File: config.mk
export PLATFORM = sky130hd
export DESIGN_NAME = dds_wave_gen
export DESIGN_NICKNAME = d
export VERILOG_FILES = /design/src/rtl/dds_pkg.sv /design/src/rtl/dds_quarter_rom.sv /design/src/rtl/dds_wave_gen.sv
export SDC_FILE = /design/constraint.sdc
export NUM_CORES = 1
export LEC_CHECK = 0
export BUFFER_PORTS_ARGS = -buffer_cell sky130_fd_sc_hd__buf_2
export CORE_MARGIN = 10
export CORE_UTILIZATION = 45
export CTS_BUF_LIST = sky130_fd_sc_hd__clkbuf_4
export CTS_CLUSTER_SIZE = 20
export DETAILED_ROUTE_END_ITERATION = 12
export HOLD_SLACK_MARGIN = 0.02
export MAX_ROUTING_LAYER = met4
export SKIP_CTS_REPAIR_TIMING = 1
export SYNTH_ARGS = -nofsm -noshare
export SYNTH_HDL_FRONTEND = slang
export SYNTH_HIERARCHICAL = 1
export SYNTH_SLANG_ARGS = --single-unit
File: constraint.sdc
create_clock -name clk -period 15.8 [get_ports clk]
set_clock_uncertainty 0.1 [all_clocks]
set_input_delay 1.58 -clock clk [delete_from_list [all_inputs] [get_ports clk]]
set_output_delay 1.58 -clock clk [all_outputs]
set_load 0.01 [all_outputs]
File: src/rtl/dds_pkg.sv
// Shared DDS definitions: waveform codes, width defaults, midscale code and
// the quarter-wave sine table (Q[i] = round(127*sin(2*pi*(i+0.5)/256))).
package dds_pkg;

    localparam int AW_DEF = 8;
    localparam int DW_DEF = 8;
    localparam logic [DW_DEF-1:0] MIDSCALE = 8'd128;

    typedef enum logic [1:0] {
        WAVE_SINE   = 2'd0,
        WAVE_SQUARE = 2'd1,
        WAVE_TRI    = 2'd2,
        WAVE_SAW    = 2'd3
    } wave_e;

    typedef struct packed {
        wave_e      wave;
        logic [7:0] amp;
    } cfg_t;

    localparam logic [6:0] QSINE [64] = '{
        7'd2,   7'd5,   7'd8,   7'd11,  7'd14,  7'd17,  7'd20,  7'd23,
        7'd26,  7'd29,  7'd32,  7'd35,  7'd38,  7'd41,  7'd44,  7'd47,
        7'd50,  7'd53,  7'd56,  7'd58,  7'd61,  7'd64,  7'd67,  7'd69,
        7'd72,  7'd74,  7'd77,  7'd79,  7'd82,  7'd84,  7'd86,  7'd89,
        7'd91,  7'd93,  7'd95,  7'd97,  7'd99,  7'd101, 7'd103, 7'd105,
        7'd106, 7'd108, 7'd110, 7'd111, 7'd113, 7'd114, 7'd115, 7'd117,
        7'd118, 7'd119, 7'd120, 7'd121, 7'd122, 7'd123, 7'd124, 7'd124,
        7'd125, 7'd125, 7'd126, 7'd126, 7'd127, 7'd127, 7'd127, 7'd127
    };

endpackage

File: src/rtl/dds_quarter_rom.sv
// 64x7 quarter-sine magnitude table with a registered read port.
// Latency 1 cycle, reads every cycle; no flow control.
module dds_quarter_rom
    import dds_pkg::*;
(
    input  logic       clk,
    input  logic [5:0] idx,
    output logic [6:0] mag
);

    always_ff @(posedge clk) begin
        mag <= QSINE[idx];
    end

endmodule

File: src/rtl/dds_wave_gen.sv
// DDS phase-to-amplitude stage: sine/square/triangle/saw, scaled by amp/256.
// Latency 3 cycles, one sample per cycle, no backpressure; config swaps only on phase wrap.
module dds_wave_gen
    import dds_pkg::*;
#(
    parameter int AW = AW_DEF,
    parameter int DW = DW_DEF
) (
    input  logic          clk,
    input  logic          rst,
    input  logic [AW-1:0] addr_in,
    input  logic          addr_vld,
    input  logic [1:0]    wave_sel,
    input  logic [7:0]    amp,
    input  logic          cfg_load,
    output logic          cfg_busy,
    output logic [DW-1:0] dac_out,
    output logic          dac_vld
);

    cfg_t          act_cfg;
    cfg_t          pend_cfg;
    cfg_t          use_cfg;
    logic [AW-1:0] last_addr;
    logic          first_smp;
    logic          wrap;

    logic          s1_vld;
    logic [AW-1:0] s1_addr;
    cfg_t          s1_cfg;
    logic [5:0]    rom_idx;
    logic [6:0]    rom_mag;

    logic          s2_vld;
    logic [AW-1:0] s2_addr;
    cfg_t          s2_cfg;
    logic signed [7:0]  s2_s;
    logic signed [15:0] prod;
    logic signed [7:0]  scaled;

    // The wrapping sample itself already uses the pending config.
    always_comb begin
        wrap    = addr_vld && (first_smp || (addr_in < last_addr));
        use_cfg = (wrap && cfg_busy) ? pend_cfg : act_cfg;
    end

    always_ff @(posedge clk) begin
        if (rst) begin
            act_cfg   <= '{wave: WAVE_SINE, amp: 8'd255};
            pend_cfg  <= '{wave: WAVE_SINE, amp: 8'd0};
            cfg_busy  <= 1'b0;
            last_addr <= '0;
            first_smp <= 1'b1;
        end else begin
            if (addr_vld) begin
                last_addr <= addr_in;
                first_smp <= 1'b0;
                act_cfg   <= use_cfg;
            end
            if (cfg_load) begin
                pend_cfg <= '{wave: wave_e'(wave_sel), amp: amp};
                cfg_busy <= 1'b1;
            end else if (wrap) begin
                cfg_busy <= 1'b0;
            end
        end
    end

    always_ff @(posedge clk) begin
        if (rst) begin
            s1_vld <= 1'b0;
            s2_vld <= 1'b0;
        end else begin
            s1_vld <= addr_vld;
            s2_vld <= s1_vld;
        end
    end

    // Data path runs every cycle so fields stay aligned with the ROM output.
    always_ff @(posedge clk) begin
        s1_addr <= addr_in;
        s1_cfg  <= use_cfg;
        s2_addr <= s1_addr;
        s2_cfg  <= s1_cfg;
    end

    assign rom_idx = s1_addr[6] ? ~s1_addr[5:0] : s1_addr[5:0];

    dds_quarter_rom u_rom (
        .clk (clk),
        .idx (rom_idx),
        .mag (rom_mag)
    );

    always_comb begin
        s2_s = '0;
        case (s2_cfg.wave)
            WAVE_SINE:   s2_s = s2_addr[7] ? -$signed({1'b0, rom_mag}) : $signed({1'b0, rom_mag});
            WAVE_SQUARE: s2_s = s2_addr[7] ? -8'sd127 : 8'sd127;
            WAVE_TRI:    s2_s = s2_addr[7] ? $signed(8'd127 - {s2_addr[6:0], 1'b0})
                                           : $signed({s2_addr[6:0], 1'b0} - 8'd128);
            WAVE_SAW:    s2_s = $signed({~s2_addr[7], s2_addr[6:0]});
        endcase
        prod   = $signed({{8{s2_s[7]}}, s2_s}) * $signed({8'd0, s2_cfg.amp});
        scaled = 8'(prod >>> 8);
    end

    always_ff @(posedge clk) begin
        if (rst) begin
            dac_vld <= 1'b0;
            dac_out <= MIDSCALE;
        end else begin
            dac_vld <= s2_vld;
            if (s2_vld) begin
                dac_out <= MIDSCALE + $unsigned(scaled);
            end
        end
    end

endmodule

Yosys cells after proc, flatten, opt, wreduce, memory -nomap -nowiden
Memories as Yosys holds them, arrays and structs flattened. A register that Yosys moved wholly into a read port is not among the register bits.
Cells that the tools add are included.
- bits in registers: 77
- ROM bits: 448
- output and inout bits: 10
- memories: 1
- memory list (name ; words ; width ; read ports ; clocked after memory_dff ; write ports ; RTL line ; text):
    (name not given) ; 64 ; 7 ; 1 ; 1 ; 0 ; dds_quarter_rom.sv:12 ; mag <= QSINE[idx];
- add/sub/neg operators: 4
- multiply operators: 1
- order comparisons: 1
- equality and inequality tests: 3
- muxes and demuxes: 8
- bitwise logic cells: 3
- reduce and logical (&&, ||, !) cells: 5
- operators by type and width (operator ; count):
    8-bit case mux with 4 select lines ; 1
    8-bit two-way mux ; 3
    8-bit by 9-bit multiplier with 16-bit output ; 1
    10-bit two-way mux ; 1
    8-bit adder, first input constant ; 1
    8-bit < comparator ; 1
    7-bit negation with 8-bit output ; 1
    7-bit by 8-bit subtractor with 8-bit output, first input constant ; 1
    8-bit subtractor, second input constant ; 1
    6-bit inverter with 7-bit output ; 1
    6-bit two-way mux ; 1
    6-bit inverter ; 1
    2-bit == test, second input constant ; 2
    2-bit by 1-bit == test with 1-bit output, second input constant ; 1
    1-bit logical AND ; 2
    2-bit zero test ; 1
    1-bit two-way mux ; 2
    2-bit nonzero test ; 1
    1-bit logical OR ; 1
    1-bit inverter ; 1

Depth between registers and ports, before layout
- depth after elaboration: 5
- mapped depth: 22
- gate-level depth less buffers: 22

By module
The synthesis kept the hierarchy.
- modules (own cells, without submodules) (module ; times used ; cells an instance ; area each (um^2) ; sequential area each (um^2)):
    dds_wave_gen ; 1 ; 508 ; 4855.9 ; 1541.5
    dds_quarter_rom ; 1 ; 96 ; 739.5 ; 140.1

Least setup slack after synthesis
Ideal clock, no wire load.
- path type: register to register
- start point: register u_rom.mag[2]
- end point: register dac_out[5]
- library setup time: 0.132 ns
- data arrival time: 5.065 ns
- setup slack: 10.503 ns
- cell stages (with the launch flop): 20
- clock period less this slack: 5.297 ns
- cell sequence: dfxtp_1 > or3_1 > o31ai_1 > xnor2_1 > o21ai_1 > a21oi_1 > and2_1 > fa_1 > fa_1 > fa_1 > inv_1 > fa_1 > inv_1 > ha_1 > and4_1 > o2111a_1 > o31ai_1 > a21boi_0 > nor3_1 > o32ai_1
- cells in the longest elaborated chain, start to end: 5
- ends and longest elaborated chain (item ; RTL line ; text):
    start: declaration ; dds_quarter_rom.sv:8 ; output logic [6:0] mag
    7-bit negation with 8-bit output ; dds_wave_gen.sv:98 ; WAVE_SINE: s2_s = s2_addr[7] ? -$signed({1'b0, rom_mag}) : $signed({1'b0, rom_mag});
    8-bit two-way mux (*) ; dds_wave_gen.sv:98 ;
    8-bit case mux with 4 select lines (*) ; dds_wave_gen.sv:97 ; case (s2_cfg.wave)
    8-bit by 9-bit multiplier with 16-bit output (*) ; dds_wave_gen.sv:104 ; prod = $signed({{8{s2_s[7]}}, s2_s}) * $signed({8'd0, s2_cfg.amp});
    8-bit adder (*) ; dds_wave_gen.sv:115 ; dac_out <= MIDSCALE + $unsigned(scaled);
    end signal: assignment ; dds_wave_gen.sv:115 ;
    end: declaration ; dds_wave_gen.sv:17 ; output logic [DW-1:0] dac_out,
Every way passes the cells marked *; elsewhere a longest branch is shown, timed or not.
A chain may end at the register's enable or synchronous reset.

Worst setup path in the final report
- start point: register s2_cfg[8] (netlist bit)
- end point: register dac_out[5]
- cells in the longest elaborated chain, start to end: 4
- elaborated cells between the ends (all ways): 7
- ends and longest elaborated chain (item ; RTL line ; text):
    start: declaration ; dds_wave_gen.sv:36 ; cfg_t s2_cfg;
    start signal: assignment ; dds_wave_gen.sv:84 ; s2_cfg <= s1_cfg;
    2-bit == test (tied with other cells) ; dds_wave_gen.sv:97 ;
    8-bit case mux with 4 select lines (*) ; dds_wave_gen.sv:97 ;
    8-bit by 9-bit multiplier with 16-bit output (*) ; dds_wave_gen.sv:104 ;
    8-bit adder (*) ; dds_wave_gen.sv:115 ;
Marks and branches as above.

==> metrics.txt <==
Synth Area in Adders 25.3%; Routed WL per cell 14.0 um; Vias 4,131; Port Buffers 31; Initial Util 46.2%; ANT cells 0; vias in the first global route about 4.2k; synth warn 6; area growth from synthesis to layout 7.76%; most frequent cells in the layout dfxtp_1, inv_1, nor2_1; dpl hpwl 8660 um; Post-synth top flop dfxtp_1; initial antenna violation count 0; WHS Endpoint s2_cfg[1]; clk buf depth 2; fin worst setup slack 9990 ps; Worst Path Max Fanout 13; fmax 172 MHz; count of final hold-check violations 0; Num CTS Buffers 9; DRT Pass-1 Iters 4; first-pass GRT wire length 19,500 um; largest net degree at the start of global routing 51; worst hold path depth 0; via-per-instance ratio 5.16; max_cap viols 0; endpoints failing setup 0; Synth Register Bits 84; CTS tree built; setup TNS 0 ps; HP Class flop to flop; syn nets 718; Reg clk slew, reported paths 140 ps; GRT Total Usage 13.5%; compound-cell area share of the yosys netlist between 10% and 20%; xor and xnor area share after synthesis roughly 2.8%; top-level I/O count 32; total grt overflow 0; Worst R2R Path Depth 16; FF-to-FF setup slack 9990 ps; Crit. End Element flop; pre-CTS setup slack 10,020 ps; fraction of registers with async set/reset 0%; Slew headroom 25.2%; CTS root buf clkbuf_4; fin crit period between 5000 and 6000 ps; clock sinks 84; Post-Synth Simple-Gate Area 16.7%; Slew Limit Fails 0; H-tree depth 3; Seq/Total Area, Yosys a little under a third; drt total wl 11,200 um; status finished, final reports clean; Die Ht approximately 130 um; die footprint between 15,000 and 20,000 um2; Mean Syn Cell Area 9.26 um2; core box area 12,100 um2; CP startpoint kind flop; gpl congestion approximately 0.8; RR Startpoint s2_cfg[8]; Setup CP Type flop to flop; count of cell types in the netlist 58; Slew @ Worst Pin between 1000 and 1500 ps; r2r endpoint dac_out[5]; Hold Path Origin s1_cfg[1]; DRC 0; Initial DRC Count 225; nets 741; layout cells sized above 1 10.9%; Syn Inst Count 604; period utilization 36.8%; RSZ-0062 raised after global routing false; Final ANT Viol Nets 0; combinational family with the most area after synthesis adder cells; Site Rows 40; critical path required time about 16,000 ps; most common cell after layout, fill and taps aside dfxtp_1; die width 132 um; Worst-Skew Late Latency ~430 ps; Post-synth EDFFs 0; Syn Std Cell Area 5600 um2; Arrival @ worst endpoint 6000 ps; mux contribution to synthesized area roughly 7.4%
## how the worst max path moves through the flow
stage,start,endpoint,slack [ps],cells past startpoint
after CTS,u_rom/mag[2],dac_out[5],10000,19
after global placement,s2_cfg[9],dac_out[5],10140,16
after floorplan,u_rom/mag[2],dac_out[5],10500,19
after detailed placement,s2_cfg[8],dac_out[5],10020,17
after global routing,u_rom/mag[2],dac_out[5],9620,19
final,s2_cfg[8],dac_out[5],9990,16
## area by class of cell
type	instances	area [um2]
fillers	1212	6080
multi-input cells	435	3550
flip-flops and latches	84	1680
inverters	62	235
well taps	168	210
repair buffers	35	185
clock inverters	7	96.3
clock buffers	9	67.6
## metrics by stage
step	hold WS, ps	std cells	utilization, %	area [um2]
after detailed placement	212	784	48.4	5870
after global placement	211	784	48.4	5870
after CTS	240	800	49.8	6030
final	239	800	49.8	6030
after floorplan	210	604	-	5600
after global routing	247	800	49.8	6030
## sequential cells by signal (all words and copies together) (netlist names)
signal     flops
u_rom/mag      7
s1_addr        8
s2_addr        8
cfg_busy       1
act_cfg       10
dac_out        8
first_smp      1
s1_cfg        10
s2_cfg        10
s2_vld         1
pend_cfg      10
dac_vld        1
last_addr      8
s1_vld         1
## synthesized netlist by cell type, types with 6 or more instances
library cell,number,share of area [%]
o21ai_0,18,1.6
ha_1,57,13
a21o_1,6,0.80
mux2_2,10,2.0
clkbuf_1,8,0.54
dfxtp_1,84,30
o221ai_1,6,0.94
buf_2,7,0.63
inv_1,61,4.1
fa_1,35,13
mux2i_1,30,5.4
xor2_1,11,1.7
nor2_1,58,3.9
nand2_1,44,3.0
nor2b_1,11,1.2
and2_1,40,4.5
a21oi_1,23,2.1
nand2b_1,10,1.1
## logic make-up after synthesis
group	after synthesis
and+or+nand+nor	191
AOI/OAI and AO/OA	95
adders and majority gates	92
buffers and inverters	85
DFF	84
muxes	40
xor gates and xnor gates	17
## worst max-delay path, stage by stage (launching register included)
cell and delay [ps]:
dfxtp_1 550, or2_1 300, nor4_1 110, or3_1 580
or2_2 370, fa_1 510, fa_1 540, inv_1 50
fa_1 510, fa_1 500, ha_1 350, a21oi_1 220
o22ai_1 160, o31ai_1 340, a21boi_0 190, nor3_1 160
o32ai_1 100
## per-layer routing
layer | wire length (um) | part of all wire [%] | GRT usage (%) | up-vias
li1 | - | - | - | 2067
met1 | 5200 | 46 | 16.8 | 1982
met2 | 5510 | 49 | 22.1 | 69
met3 | 391 | 3.5 | 2.17 | 13
met4 | 132 | 1.2 | 4.14 | 0
met5 | 0 | 0 | - | -
Power is not shown: default switching activity piles up to over one toggle a cycle in this logic, so the estimate is an artifact.
